File: config.mk
export PLATFORM = sky130hd
export DESIGN_NAME = burst_rr_arbiter
export DESIGN_NICKNAME = d
export VERILOG_FILES = /design/src/rtl/burst_rr_arbiter.sv
export SDC_FILE = /design/constraint.sdc
export NUM_CORES = 1
export LEC_CHECK = 0
export BUFFER_PORTS_ARGS = -buffer_cell sky130_fd_sc_hd__buf_4
export CORE_MARGIN = 3
export CORE_UTILIZATION = 45
export CTS_CLUSTER_SIZE = 30
export DETAILED_ROUTE_END_ITERATION = 16
export HOLD_SLACK_MARGIN = 0.12
export PLACE_DENSITY = 0.69
export SYNTH_ARGS = -nofsm -noshare
export SYNTH_HDL_FRONTEND = slang
export SYNTH_SLANG_ARGS = --single-unit
File: constraint.sdc
create_clock -name clk -period 2.6 [get_ports clk]
set_clock_uncertainty 0.15 [all_clocks]
set_input_delay 0 -clock clk [delete_from_list [all_inputs] [get_ports clk]]
set_output_delay 0 -clock clk [all_outputs]
set_load 0.05 [all_outputs]
File: src/rtl/burst_rr_arbiter.sv
// Burst-locked round-robin arbiter: one requester owns the shared port from its first beat
// until last, abandon, or MAX_BEATS beats; the releasing edge rearbitrates without a dead cycle.
module burst_rr_arbiter #(
  parameter int N_REQ     = 4,
  parameter int MAX_BEATS = 8,
  localparam int ID_W     = $clog2(N_REQ),
  localparam int CNT_W    = $clog2(MAX_BEATS + 1)
) (
  input  logic             clk,
  input  logic             reset,
  input  logic [N_REQ-1:0] req,
  input  logic [N_REQ-1:0] last,
  input  logic             ready,
  output logic [N_REQ-1:0] gnt,
  output logic             gnt_valid,
  output logic [ID_W-1:0]  gnt_id,
  output logic [CNT_W-1:0] beat_cnt,
  output logic             burst_trunc
);

  typedef enum logic {
    S_IDLE = 1'b0,
    S_OWN  = 1'b1
  } state_t;

  state_t           r_state;
  state_t           w_state_nxt;
  logic [N_REQ-1:0] r_gnt;
  logic [N_REQ-1:0] w_gnt_nxt;
  logic             r_gnt_valid;
  logic             w_gnt_valid_nxt;
  logic [ID_W-1:0]  r_gnt_id;
  logic [ID_W-1:0]  w_gnt_id_nxt;
  logic [CNT_W-1:0] r_beat_cnt;
  logic [CNT_W-1:0] w_cnt_nxt;
  logic             r_trunc;
  logic             w_trunc_nxt;
  logic [ID_W-1:0]  r_ptr;
  logic [ID_W-1:0]  w_ptr_nxt;

  logic             w_owner_req;
  logic             w_owner_last;
  logic             w_beat;
  logic             w_cnt_full;
  logic             w_done;
  logic             w_force;
  logic             w_abandon;
  logic             w_release;
  logic [N_REQ-1:0] w_mask;
  logic [N_REQ-1:0] w_cand;
  logic [ID_W-1:0]  w_arb_ptr;
  logic [ID_W-1:0]  w_win;

  // First set bit of cand searching ptr+1, ptr+2, ... wrapping, ending at ptr.
  function automatic logic [ID_W-1:0] rr_pick(input logic [N_REQ-1:0] cand,
                                               input logic [ID_W-1:0]  ptr);
    logic [ID_W-1:0] win;
    logic            found;
    int              idx;
    win   = '0;
    found = 1'b0;
    for (int i = 1; i <= N_REQ; i++) begin
      idx = (int'(ptr) + i) % N_REQ;
      if (!found && cand[ID_W'(idx)]) begin
        found = 1'b1;
        win   = ID_W'(idx);
      end
    end
    return win;
  endfunction

  function automatic logic [N_REQ-1:0] to_onehot(input logic [ID_W-1:0] idx);
    logic [N_REQ-1:0] v;
    v      = '0;
    v[idx] = 1'b1;
    return v;
  endfunction

  always_comb begin
    w_owner_req  = req[r_gnt_id];
    w_owner_last = last[r_gnt_id];
    w_beat       = (r_state == S_OWN) && w_owner_req && ready;
    w_cnt_full   = (r_beat_cnt == CNT_W'(MAX_BEATS - 1));
    // Completion wins over truncation when both land on the same beat.
    w_done       = w_beat && w_owner_last;
    w_force      = w_beat && w_cnt_full && !w_owner_last;
    w_abandon    = (r_state == S_OWN) && !w_owner_req;
    w_release    = w_done || w_force || w_abandon;
  end

  // The releasing owner is excluded from the same-edge rearbitration.
  always_comb begin
    w_mask           = '0;
    w_mask[r_gnt_id] = 1'b1;
    if (r_state == S_OWN) begin
      w_cand    = req & ~w_mask;
      w_arb_ptr = r_gnt_id;
    end else begin
      w_cand    = req;
      w_arb_ptr = r_ptr;
    end
    w_win = rr_pick(w_cand, w_arb_ptr);
  end

  always_comb begin
    w_state_nxt  = r_state;
    w_gnt_nxt    = r_gnt;
    w_gnt_id_nxt = r_gnt_id;
    w_cnt_nxt    = r_beat_cnt;
    w_ptr_nxt    = r_ptr;
    w_trunc_nxt  = 1'b0;
    case (r_state)
      S_IDLE: begin
        if (|w_cand) begin
          w_state_nxt  = S_OWN;
          w_gnt_nxt    = to_onehot(w_win);
          w_gnt_id_nxt = w_win;
          w_cnt_nxt    = '0;
        end
      end
      S_OWN: begin
        if (w_release) begin
          w_ptr_nxt   = r_gnt_id;
          w_cnt_nxt   = '0;
          w_trunc_nxt = w_force;
          if (|w_cand) begin
            w_gnt_nxt    = to_onehot(w_win);
            w_gnt_id_nxt = w_win;
          end else begin
            w_state_nxt  = S_IDLE;
            w_gnt_nxt    = '0;
            w_gnt_id_nxt = '0;
          end
        end else if (w_beat) begin
          w_cnt_nxt = r_beat_cnt + CNT_W'(1);
        end
      end
      default: begin
        w_state_nxt  = S_IDLE;
        w_gnt_nxt    = '0;
        w_gnt_id_nxt = '0;
        w_cnt_nxt    = '0;
      end
    endcase
    w_gnt_valid_nxt = |w_gnt_nxt;
  end

  always_ff @(posedge clk) begin
    if (reset) begin
      r_state     <= S_IDLE;
      r_gnt       <= '0;
      r_gnt_valid <= 1'b0;
      r_gnt_id    <= '0;
      r_beat_cnt  <= '0;
      r_trunc     <= 1'b0;
      r_ptr       <= ID_W'(N_REQ - 1);
    end else begin
      r_state     <= w_state_nxt;
      r_gnt       <= w_gnt_nxt;
      r_gnt_valid <= w_gnt_valid_nxt;
      r_gnt_id    <= w_gnt_id_nxt;
      r_beat_cnt  <= w_cnt_nxt;
      r_trunc     <= w_trunc_nxt;
      r_ptr       <= w_ptr_nxt;
    end
  end

  assign gnt         = r_gnt;
  assign gnt_valid   = r_gnt_valid;
  assign gnt_id      = r_gnt_id;
  assign beat_cnt    = r_beat_cnt;
  assign burst_trunc = r_trunc;

endmodule
==> impl_results.md <==
- Global-route wire length before repair: 4010 um
- Max cap viols: 0
- Synth Area in Adders: 1.28%
- Initial antenna violation count: 0
- Setup WS pre-CTS: 0.319 ns
- Antenna-violating nets left: 0
- Leak pwr: 0.533 nW
- Leading cell type in the layout, fill and taps excluded: buf_4
- #FFs+latches synth: 15
- Yosys top cell by area: dfxtp_1
- Worst reg-to-reg setup slack: 0.22 ns
- Maximum buffer depth of the clock tree: 2
- VDD IR-drop max: 0.426 mV
- Hold Crit Class: in2reg
- Die Span Y: 52.7 um
- Gr busiest metal: met2
- Final Util: 61.2%
- Syn avg cell area: 8.75 sq um
- Worst Tran Pin Value: 0.575 ns
- Vias in the first global route: 891
- Setup repair bufs after CTS: 0
- Fmax: 419 MHz
- Die X: 52.7 um
- Clk sinks: 15
- Port bufs: 22
- Pwr dens: 674 mW/mm^2
- CTS Buf Count: 3
- Root buf cell: clkbuf_4
- GR Overflow Total: 0
- Simple-Gate Fraction of Synth Area: 23.9%
- RSZ-0062 raised after global routing: no
- Core area: 0.00200 sq mm
- Reg2reg start: gnt_id[0]$_SDFFE_PP0P_
- DRT Wirelength: 2300 um
- Clk Latency, worst-skew pair: 0.28 ns
- Setup ws final: 0.215 ns
- Cells after synthesis: 112
- Max_slew headroom: 61.3%
- Mux cell area share after synthesis: 11.9%
- FFs w/ async S/R, synth: 0%
- Setup violators final: 0
- Area grow syn2layout: 25.0%
- Via density: 5.61
- Area post-placement: 0.00116 sq mm
- # diodes: 0
- Synth cell types: 44
- Layout cells sized above 1: 26.8%
- Io pins: 23
- Pins Over Slew Limit: 0
- Top cell type's share of synthesized area: 30.7%
- DR vias: 925
- WS Path Type: reg2reg
- Setup TNS: 0 ns
- Initial cell density of the core: 48.9%
- WP data required: 2.67 ns
- H-Tree Depth: 1
- Fin crit share: 91.7%
- GR Util met3: 5.13%
- Hold path startpoint: req[3]
- DRT iter0 DRCs: 13
- Final nets: 151
- CP endpoint kind: flip-flop
- Cell area after layout: 0.00122 sq mm
- Worst-path clk slew: 0.09 ns
- Largest net degree at the start of global routing: 14
- Final Hold Fails: 0
- YS warnings: 0
- GR Util met1: 26.7%
- CP Launch Point: gnt_id[0]$_SDFFE_PP0P_
- Commonest non-fill, non-tap cells in the layout: buf_4, dfxtp_1, nor2_1
- Post-synthesis xor/xnor area fraction: 0.894%
- First drt pass iteration count: 4
- FP Rows: 16
- Status: finished, final reports clean
- Top fanout value on the critical path: 13
- Primary FF master, synth: dfxtp_1
- Gpl congestion: 0.754
- Synthesized netlist net count: 124
- DP Wirelength: 1720 um
- Worst setup SP type: flip-flop
- Synth area leaders: dfxtp_1, mux2i_1, mux4_2
- Seq/Total Area, Yosys: 30.7%
- Main combinational cell family by area after synthesis: compound AO/OA/AOI/OAI gates
- Met2 Use GR: 30.2%
- Number of synthesized flops with an enable pin: 0
- CTS tree: done
- Mapped cell area: 980 sq um
- Drt drc: 0
- Die footprint: 0.00277 sq mm
- Crit path DAT: 2.45 ns
- Final worst path period need: 2.38 ns
- Synth Area in Compound Gates: 26.9%
- Drt wl/cell: 13.9 um
- Total track usage: 19.3%
-- registers in the layout (all words and copies together) (netlist names) --
name and flops:
beat_cnt 4, gnt 4, gnt_id 2, r_ptr 2
burst_trunc 1, gnt_valid 1, r_state 1
-- synthesized netlist by cell type (all sizes together), types with 2 or more instances --
cell     instances
o2bb2ai          2
nor2b            6
a22oi            2
buf              3
a22o             2
and2             5
mux2i            6
dfxtp           15
o32a             2
a211o            3
a31o             2
a21oi            6
nor3             3
nand2            5
inv              4
clkbuf           2
o21ai            6
nand2b           2
o31ai            2
nand3            3
nor2            12
mux4             2
o22ai            3
-- power breakdown --
| part | internal [mW] | total [mW] | leakage, nW | switching, mW |
|---|---|---|---|---|
| clock | 0.0570 | 0.131 | 0.0177 | 0.0742 |
| combinational | 0.165 | 0.388 | 0.392 | 0.223 |
| sequential | 0.260 | 0.306 | 0.123 | 0.0463 |
-- layout make-up --
cell class / instances / area [sq um]
Inverter: 4 / 15.0
Fill cell: 184 / 777
Sequential cell: 15 / 300
Timing Repair Buffer: 27 / 213
Tap cell: 27 / 33.8
Multi-Input combinational cell: 88 / 636
Clock buffer: 3 / 22.5
Clock inverter: 1 / 5.00
-- worst paths after layout --
path	end	depth (start not counted)
max	beat_cnt[2]$_SDFFE_PP0P_	5
min	gnt[2]$_SDFF_PP0_	5
max reg2reg	beat_cnt[2]$_SDFFE_PP0P_	5
min reg2reg	gnt[2]$_SDFF_PP0_	1
-- routing by layer --
layer,vias up,wire (um)
li1,471,-
met1,420,1140
met2,32,1010
met3,2,139
met4,0,7
met5,-,0
-- logic make-up (layout without fill, tap and decap cells) --
| kind of cell | count (synthesis) | in the layout |
|---|---|---|
| AOI/OAI and AO/OA | 35 | 35 |
| adders and majority gates | 1 | 1 |
| xor gates and xnor gates | 1 | 1 |
| and+or+nand+nor | 42 | 42 |
| muxes | 9 | 9 |
| buffers and inverters | 9 | 35 |
| DFF | 15 | 15 |
-- repair_timing --
action                                 CTS  global route
hold buffers                             4             0
gates resized for setup                  0             0
endpoints found under the hold margin   15             0
-- critical path, stage by stage, from the launching register on --
cell,delay (ns)
dfxtp_1,0.65
mux4_2,0.58
nor2_1,0.14
dlygate4sd3_1,0.56
nand4b_1,0.10
a21oi_1,0.14
-- stage by stage --
stage          power (mW)  std cells  hold WS [ns]
3_3_place_gp        0.685        157         0.130
5_1_grt             0.884        165         0.189
6_report            0.825        165         0.138
4_1_cts             0.831        165         0.134
3_5_place_dp        0.690        157         0.132
2_1_floorplan       0.593        112        0.0298
Note: power is estimated with default switching activity, not from simulation.
